$ cat config.mk
export PLATFORM = sky130hd
export DESIGN_NAME = orb_field_engine_flat
export DESIGN_NICKNAME = d
export VERILOG_FILES = /design/src/rtl/orb_field_if.sv /design/src/rtl/orb_field_engine.sv /design/src/flat_wrapper.sv
export SDC_FILE = /design/constraint.sdc
export NUM_CORES = 1
export LEC_CHECK = 0
export BUFFER_PORTS_ARGS = -buffer_cell sky130_fd_sc_hd__buf_2
export CAP_MARGIN = 20
export CORE_UTILIZATION = 40
export CTS_BUF_LIST = sky130_fd_sc_hd__clkbuf_8 sky130_fd_sc_hd__clkbuf_16
export DETAILED_ROUTE_END_ITERATION = 16
export MAX_ROUTING_LAYER = met4
export RECOVER_POWER = 100
export SLEW_MARGIN = 25
export SYNTH_ARGS = -nofsm -noshare
export SYNTH_HDL_FRONTEND = slang
export SYNTH_SLANG_ARGS = --single-unit
$ cat constraint.sdc
create_clock -name clk -period 5.45 [get_ports clk]
set_input_delay 1.635 -clock clk [delete_from_list [all_inputs] [get_ports clk]]
set_output_delay 1.635 -clock clk [all_outputs]
set_load 0.1 [all_outputs]
$ cat src/rtl/orb_field_if.sv
// Pixel/frame handshake bundle between the sync generator side and orb_field_engine.
// The master drives timing, pixel and control inputs; the slave returns packed VGA pins and busy.
interface orb_field_if #(
  parameter int COORD_W = 10
) ();
  logic               frame_tick;
  logic [1:0]         speed;
  logic [COORD_W-1:0] pix_x;
  logic [COORD_W-1:0] pix_y;
  logic               video_active;
  logic               hsync_in;
  logic               vsync_in;
  logic [7:0]         uo_out;
  logic               busy;

  modport master (
    output frame_tick, speed, pix_x, pix_y, video_active, hsync_in, vsync_in,
    input  uo_out, busy
  );

  modport slave (
    input  frame_tick, speed, pix_x, pix_y, video_active, hsync_in, vsync_in,
    output uo_out, busy
  );
endinterface

$ cat src/rtl/orb_field_engine.sv
// Bouncing-orb squared-distance field renderer with a 3-stage pixel pipeline and ring palette.
// Define PALETTE_CYCLE_EN to rotate the palette by frame_cnt[5:3]; otherwise the table is static.
module orb_field_engine #(
  parameter int NUM_ORBS = 2,
  parameter int COORD_W  = 10,
  parameter int SHIFT    = 4,
  parameter int RING_LSB = 5,
  parameter int X_MAX    = 640,
  parameter int Y_MAX    = 480,
  parameter int MARGIN   = 10
) (
  input  logic        clk,
  input  logic        rst_n,
  orb_field_if.slave  bus
);
  localparam int DIFF_W  = COORD_W - SHIFT;
  localparam int TERM_W  = 2 * DIFF_W;
  localparam int SQ_W    = TERM_W + 1;
  localparam int FIELD_W = SQ_W + $clog2(NUM_ORBS);
  localparam int IDX_W   = (NUM_ORBS > 1) ? $clog2(NUM_ORBS) : 1;
  localparam logic [IDX_W-1:0] LAST_IDX = IDX_W'(NUM_ORBS - 1);

  typedef enum logic {IDLE, UPD} state_t;

  state_t             state_reg, state_next;
  logic [IDX_W-1:0]   idx_reg, idx_next;
  logic [7:0]         frame_cnt_reg, frame_cnt_next;

  logic [COORD_W-1:0] orb_x_reg [NUM_ORBS];
  logic [COORD_W-1:0] orb_y_reg [NUM_ORBS];
  logic               dir_x_reg [NUM_ORBS];
  logic               dir_y_reg [NUM_ORBS];

  logic [COORD_W-1:0] step;
  logic [COORD_W:0]   move_x, move_y;

  // Returns {new_dir, new_pos}; integer math keeps the clamp free of wrap-around.
  function automatic logic [COORD_W:0] move_axis(input logic [COORD_W-1:0] pos,
                                                 input logic dir,
                                                 input logic [COORD_W-1:0] stp,
                                                 input int lim);
    int p, s, hi, lo, np;
    logic nd;
    p  = int'(pos);
    s  = int'(stp);
    hi = lim - MARGIN;
    lo = MARGIN;
    np = p;
    nd = dir;
    if (dir) begin
      if (p >= hi)          nd = 1'b0;
      else if (p + s >= hi) np = hi;
      else                  np = p + s;
    end else begin
      if (p <= lo)          nd = 1'b1;
      else if (p <= lo + s) np = lo;
      else                  np = p - s;
    end
    return {nd, COORD_W'(np)};
  endfunction

  always_ff @(posedge clk or negedge rst_n) begin
    if (!rst_n) begin
      state_reg     <= IDLE;
      idx_reg       <= '0;
      frame_cnt_reg <= '0;
    end else begin
      state_reg     <= state_next;
      idx_reg       <= idx_next;
      frame_cnt_reg <= frame_cnt_next;
    end
  end

  always_comb begin
    state_next     = state_reg;
    idx_next       = idx_reg;
    frame_cnt_next = frame_cnt_reg;
    case (state_reg)
      IDLE: begin
        if (bus.frame_tick) begin
          state_next     = UPD;
          idx_next       = '0;
          frame_cnt_next = frame_cnt_reg + 8'd1;
        end
      end
      UPD: begin
        if (idx_reg == LAST_IDX) begin
          state_next = IDLE;
          idx_next   = '0;
        end else begin
          idx_next = idx_reg + 1'b1;
        end
      end
      default: state_next = IDLE;
    endcase
  end

  assign bus.busy = (state_reg == UPD);

  // One shared move datapath serves whichever orb idx_reg points at.
  always_comb begin
    step   = (bus.speed == 2'd0) ? '0 : COORD_W'(bus.speed) + COORD_W'(idx_reg);
    move_x = move_axis(orb_x_reg[idx_reg], dir_x_reg[idx_reg], step, X_MAX);
    move_y = move_axis(orb_y_reg[idx_reg], dir_y_reg[idx_reg], step, Y_MAX);
  end

  always_ff @(posedge clk or negedge rst_n) begin
    if (!rst_n) begin
      for (int k = 0; k < NUM_ORBS; k++) begin
        orb_x_reg[k] <= COORD_W'(300 + 40 * k);
        orb_y_reg[k] <= COORD_W'(200 + 80 * k);
        dir_x_reg[k] <= (k % 2 == 0);
        dir_y_reg[k] <= 1'b1;
      end
    end else if (state_reg == UPD) begin
      for (int k = 0; k < NUM_ORBS; k++) begin
        if (idx_reg == IDX_W'(k)) begin
          orb_x_reg[k] <= move_x[COORD_W-1:0];
          dir_x_reg[k] <= move_x[COORD_W];
          orb_y_reg[k] <= move_y[COORD_W-1:0];
          dir_y_reg[k] <= move_y[COORD_W];
        end
      end
    end
  end

  logic [SQ_W-1:0] sq_all [NUM_ORBS];

  for (genvar gi = 0; gi < NUM_ORBS; gi++) begin : g_orb
    logic [COORD_W-1:0] ax, ay;
    logic [DIFF_W-1:0]  dx_reg, dy_reg;
    logic [TERM_W-1:0]  dx_w, dy_w;
    logic [SQ_W-1:0]    sq_reg;

    assign ax   = (bus.pix_x >= orb_x_reg[gi]) ? bus.pix_x - orb_x_reg[gi] : orb_x_reg[gi] - bus.pix_x;
    assign ay   = (bus.pix_y >= orb_y_reg[gi]) ? bus.pix_y - orb_y_reg[gi] : orb_y_reg[gi] - bus.pix_y;
    assign dx_w = {{DIFF_W{1'b0}}, dx_reg};
    assign dy_w = {{DIFF_W{1'b0}}, dy_reg};

    always_ff @(posedge clk or negedge rst_n) begin
      if (!rst_n) begin
        dx_reg <= '0;
        dy_reg <= '0;
        sq_reg <= '0;
      end else begin
        dx_reg <= DIFF_W'(ax >> SHIFT);
        dy_reg <= DIFF_W'(ay >> SHIFT);
        sq_reg <= {1'b0, dx_w * dx_w} + {1'b0, dy_w * dy_w};
      end
    end

    assign sq_all[gi] = sq_reg;
  end

  // {video_active, hsync, vsync} travelling alongside stages 1 and 2.
  logic [2:0]         sync1_reg, sync2_reg;
  logic [7:0]         uo_out_reg;
  logic [FIELD_W-1:0] field_sum;
  logic [3:0]         pal_idx;
  logic [2:0]         phase;
  logic [5:0]         rgb;

  function automatic logic [5:0] base_colour(input logic [2:0] c);
    case (c)
      3'd0:    return 6'b11_11_11;
      3'd1:    return 6'b11_11_00;
      3'd2:    return 6'b11_00_00;
      3'd3:    return 6'b10_00_01;
      3'd4:    return 6'b00_00_11;
      3'd5:    return 6'b00_10_11;
      3'd6:    return 6'b00_11_00;
      default: return 6'b00_01_00;
    endcase
  endfunction

  always_comb begin
    field_sum = '0;
    for (int k = 0; k < NUM_ORBS; k++) begin
      field_sum = field_sum + FIELD_W'(sq_all[k]);
    end
    pal_idx = 4'(field_sum >> RING_LSB);
`ifdef PALETTE_CYCLE_EN
    phase = frame_cnt_reg[5:3];
`else
    phase = 3'd0;
`endif
    rgb = '0;
    if (sync2_reg[2] && !pal_idx[3]) begin
      rgb = base_colour(pal_idx[2:0] + phase);
    end
  end

  always_ff @(posedge clk or negedge rst_n) begin
    if (!rst_n) begin
      sync1_reg  <= '0;
      sync2_reg  <= '0;
      uo_out_reg <= '0;
    end else begin
      sync1_reg  <= {bus.video_active, bus.hsync_in, bus.vsync_in};
      sync2_reg  <= sync1_reg;
      // rgb = {r1,r0,g1,g0,b1,b0}
      uo_out_reg <= {sync2_reg[1], rgb[0], rgb[2], rgb[4], sync2_reg[0], rgb[1], rgb[3], rgb[5]};
    end
  end

  assign bus.uo_out = uo_out_reg;
endmodule

$ cat src/flat_wrapper.sv
// flat-port wrapper written by rule: the top's interface ports become plain ports
module orb_field_engine_flat 
#(
  parameter int NUM_ORBS = 2,
  parameter int COORD_W  = 10,
  parameter int SHIFT    = 4,
  parameter int RING_LSB = 5,
  parameter int X_MAX    = 640,
  parameter int Y_MAX    = 480,
  parameter int MARGIN   = 10
)
  (clk, rst_n, bus_frame_tick, bus_speed, bus_pix_x, bus_pix_y, bus_video_active, bus_hsync_in, bus_vsync_in, bus_uo_out, bus_busy);
  orb_field_if #(.COORD_W(COORD_W)) bus_i ();
  input  logic clk;
  input  logic rst_n;
  input wire logic [$bits(bus_i.frame_tick)-1:0] bus_frame_tick;
  input wire logic [$bits(bus_i.speed)-1:0] bus_speed;
  input wire logic [$bits(bus_i.pix_x)-1:0] bus_pix_x;
  input wire logic [$bits(bus_i.pix_y)-1:0] bus_pix_y;
  input wire logic [$bits(bus_i.video_active)-1:0] bus_video_active;
  input wire logic [$bits(bus_i.hsync_in)-1:0] bus_hsync_in;
  input wire logic [$bits(bus_i.vsync_in)-1:0] bus_vsync_in;
  output wire logic [$bits(bus_i.uo_out)-1:0] bus_uo_out;
  output wire logic [$bits(bus_i.busy)-1:0] bus_busy;
  assign bus_i.frame_tick = bus_frame_tick;
  assign bus_i.speed = bus_speed;
  assign bus_i.pix_x = bus_pix_x;
  assign bus_i.pix_y = bus_pix_y;
  assign bus_i.video_active = bus_video_active;
  assign bus_i.hsync_in = bus_hsync_in;
  assign bus_i.vsync_in = bus_vsync_in;
  assign bus_uo_out = bus_i.uo_out;
  assign bus_busy = bus_i.busy;
  orb_field_engine #(.NUM_ORBS(NUM_ORBS), .COORD_W(COORD_W), .SHIFT(SHIFT), .RING_LSB(RING_LSB), .X_MAX(X_MAX), .Y_MAX(Y_MAX), .MARGIN(MARGIN)) u_core (.clk(clk), .rst_n(rst_n), .bus(bus_i));
endmodule
==> flow_summary.toml <==
[synthesis]
syn-num-nets = 1448
syn_avg_cell_area_um2 = 9.06
synthSimpleGateAreaFrac_pct = 13.8
yosys-top-cells-area = "dfrtp_1 19%, ha_1 15%, fa_1 12%"
synth_top_cell_by_area = "dfrtp_1"
synth_mux_area_share_pct = 5.97
synthDistinctLibCells = 86
synth_edf_count = 0
synth_compound_area_share_pct = 17.5
yosysWarningCount = 0
synth_xor_area_share_pct = 5.53
synth-seq-cells = 102
synthesis.area_um2 = 11100
synth_fa_ha_area_share_pct = 26.4
synth_cells = 1224
yosys.area.top_type_share_pct = 19.2
synth_top_family_by_area = "adder cells"
synth_ff_type = "dfrtp_1"
synthArstFlopShare_pct = 100
ys_seq_area_share_pct = 23.2

[clocking]
clock-root-buffer = "clkbuf_16"
postCtsHoldBufs = 0
clkTransAtPathRegs_ps = 70
clock-sinks = 102
cts_tree = "built"
cts_resized = 0
post_cts_buffers = 0
cts_buffers = 9
htree_levels = 3
clockBufferDepth = 2
clkLatencyLatePin_ps = 360

[setup_path]
required_ps = 5730
start_kind = "input pin"
critical_path.slowest_cell = "o41ai_1"
crit_top_cell = "a21oi_1"
crit_fanout = 10
arrival_ps = 5240
cp-end-kind = "register"
cpPeakStageDelay_ps = 1530
worstSetupPathType = "input pin to register"
path_cells = "clkbuf_1 > inv_1 > ha_1 > and3_1 > a21oi_1 > a31oi_1 > o41ai_1 > mux2i_1 > a221o_1 > a21oi_1 > xnor2_1"

[sta]
setup_tns_ps = 0
period_share_pct = 91.1
setup_viol = 0
timing.fmax_mhz = 201
layout_min_cycle_time_ps = 4960
rsz0062_at_grt = "no"
worstMarginPinSlew_ps = 2860
clock-skew-final_ps = 13.0
finalHoldViolations = 0
max-slew-margin-rel_pct = -90.4
hold_ws_ps = 354
maxSlewViolCount = 63

[die]
die_width_um = 169
io_pins = 37
coreArea_um2 = 27100
num_rows = 60
fp.dieArea_um2 = 28400
start_util_pct = 40.9
dieHeight_um = 169

[drt]
drc = 0
ant_nets = 0
vias = 8473
avgRoutedWirePerCell_um = 15.1
drt_first_iter_violations = 309
routed_via_density = 5.19
totalWireLength_mm = 24.7
dr.pass1.iters = 6

[outcome]
outcome = "finished, violations left"
violations = "max-capacitance violations, max-slew violations"

[global_routing]
antenna_found_initial = 0
grt_pass1_wl_mm = 41.4
grt_usage_pct = 18.7
grt_pass1_vias = 8502
gr-total-overflow = 0
grt_max_degree = 52

[finish]
num_antenna_cells = 0
drive_gt1_share_pct = 8.56
area_growth_pct = 7.30
fin_nets = 1480

[flow_run]
maxCapViolCount = 2

[placed_design]
place.port_buffers = 36
gp_congestion = 0.921
dp_hpwl_mm = 20.2

[hold_path]
hold_class = "register to register"
[per-stage QoR]
step                setup WS, ps  area (µm²)  util [%]  cells
detailed placement           277       11700      43.1   1617
floorplan                    378       11100         -   1224
global route                 156       11900      43.9   1633
global placement             317       11700      43.1   1617
CTS                          656       12000      44.2   1633
finish                       487       11900      43.9   1633
[critical path: cells and delay by family]
kind / cells / cell delay, ps
buffers and inverters: 2 / 220
XOR/XNOR: 1 / 130
adder cells (fa/ha/maj): 1 / 380
AO/OA/AOI/OAI: 5 / 2460
multiplexers: 1 / 200
AND/OR/NAND/NOR: 1 / 200
[cell type report]
| cell class | instances | area [µm²] |
|---|---|---|
| repair buffers | 45 | 214 |
| clock buffers | 10 | 239 |
| fillers | 2676 | 15200 |
| multi-input cells | 910 | 7660 |
| clock inverters | 6 | 47.5 |
| well taps | 372 | 465 |
| flip-flops and latches | 102 | 2570 |
| inverters | 188 | 706 |
[cell usage after synthesis (all sizes together), types with 6 or more instances]
cell type and count:
o22ai 10, a21oi 70, nor2 63, o211ai 6, dfrtp 85, buf 7
inv 188, nor2b 22, a211oi 10, o31ai 16, mux2 16, o21bai 6
clkbuf 17, xnor2 52, o21a 9, nand3 6, o21ai 73, nand2 85
nand2b 19, a221oi 7, and2 37, a21o 13, a31oi 13, fa 64
mux2i 39, or2 8, ha 132, dfstp 17, nor3 32, xor2 18
[cell families (layout without fill, tap and decap cells)]
group / Yosys count / after routing
buffers and inverters: 212 / 249
flip-flops: 102 / 102
multiplexers: 56 / 56
AND/OR/NAND/NOR: 303 / 303
adder cells (fa/ha/maj): 196 / 196
XOR/XNOR: 70 / 70
AO/OA/AOI/OAI: 285 / 285
[metal layers]
| metal | wire (µm) | GRT usage [%] | up-vias | part of all wire [%] |
|---|---|---|---|---|
| met5 | 0 | - | - | 0 |
| met4 | 463 | 5.38 | 0 | 1.9 |
| met3 | 779 | 2.55 | 31 | 3.2 |
| met2 | 12500 | 33.4 | 139 | 51 |
| met1 | 10900 | 21.9 | 4066 | 44 |
| li1 | - | - | 4237 | - |
[path summary, 6_finish.rpt]
kind / cells after the start / to / slack [ps] / startpoint
max in group asynchronous: 2 / u_core.orb_x_reg[16] / 1350 / rst_n
hold reg to reg: 0 / u_core.bus.uo_out[7] / 350 / u_core.sync2_reg[1]
hold / removal: 0 / u_core.bus.uo_out[7] / 350 / u_core.sync2_reg[1]
min in group asynchronous: 1 / u_core.g_orb[1].dy_reg[3] / 2210 / rst_n
setup / recovery: 11 / u_core.g_orb[1].dy_reg[4] / 490 / bus_pix_y[3]
setup reg to reg: 14 / u_core.orb_x_reg[1] / 640 / u_core.idx_reg
[layout by cell type (no fill, tap or decap), types with 32 or more instances in the layout]
master,instances
o21ai_0,69
ha_1,132
mux2i_1,33
dfrtp_1,85
nor2_1,63
nand2_1,83
inv_1,187
and2_1,32
xnor2_1,52
fa_1,64
a21oi_1,70
Power is not shown: default switching activity piles up to over one toggle a cycle in this logic, so the estimate is an artifact.
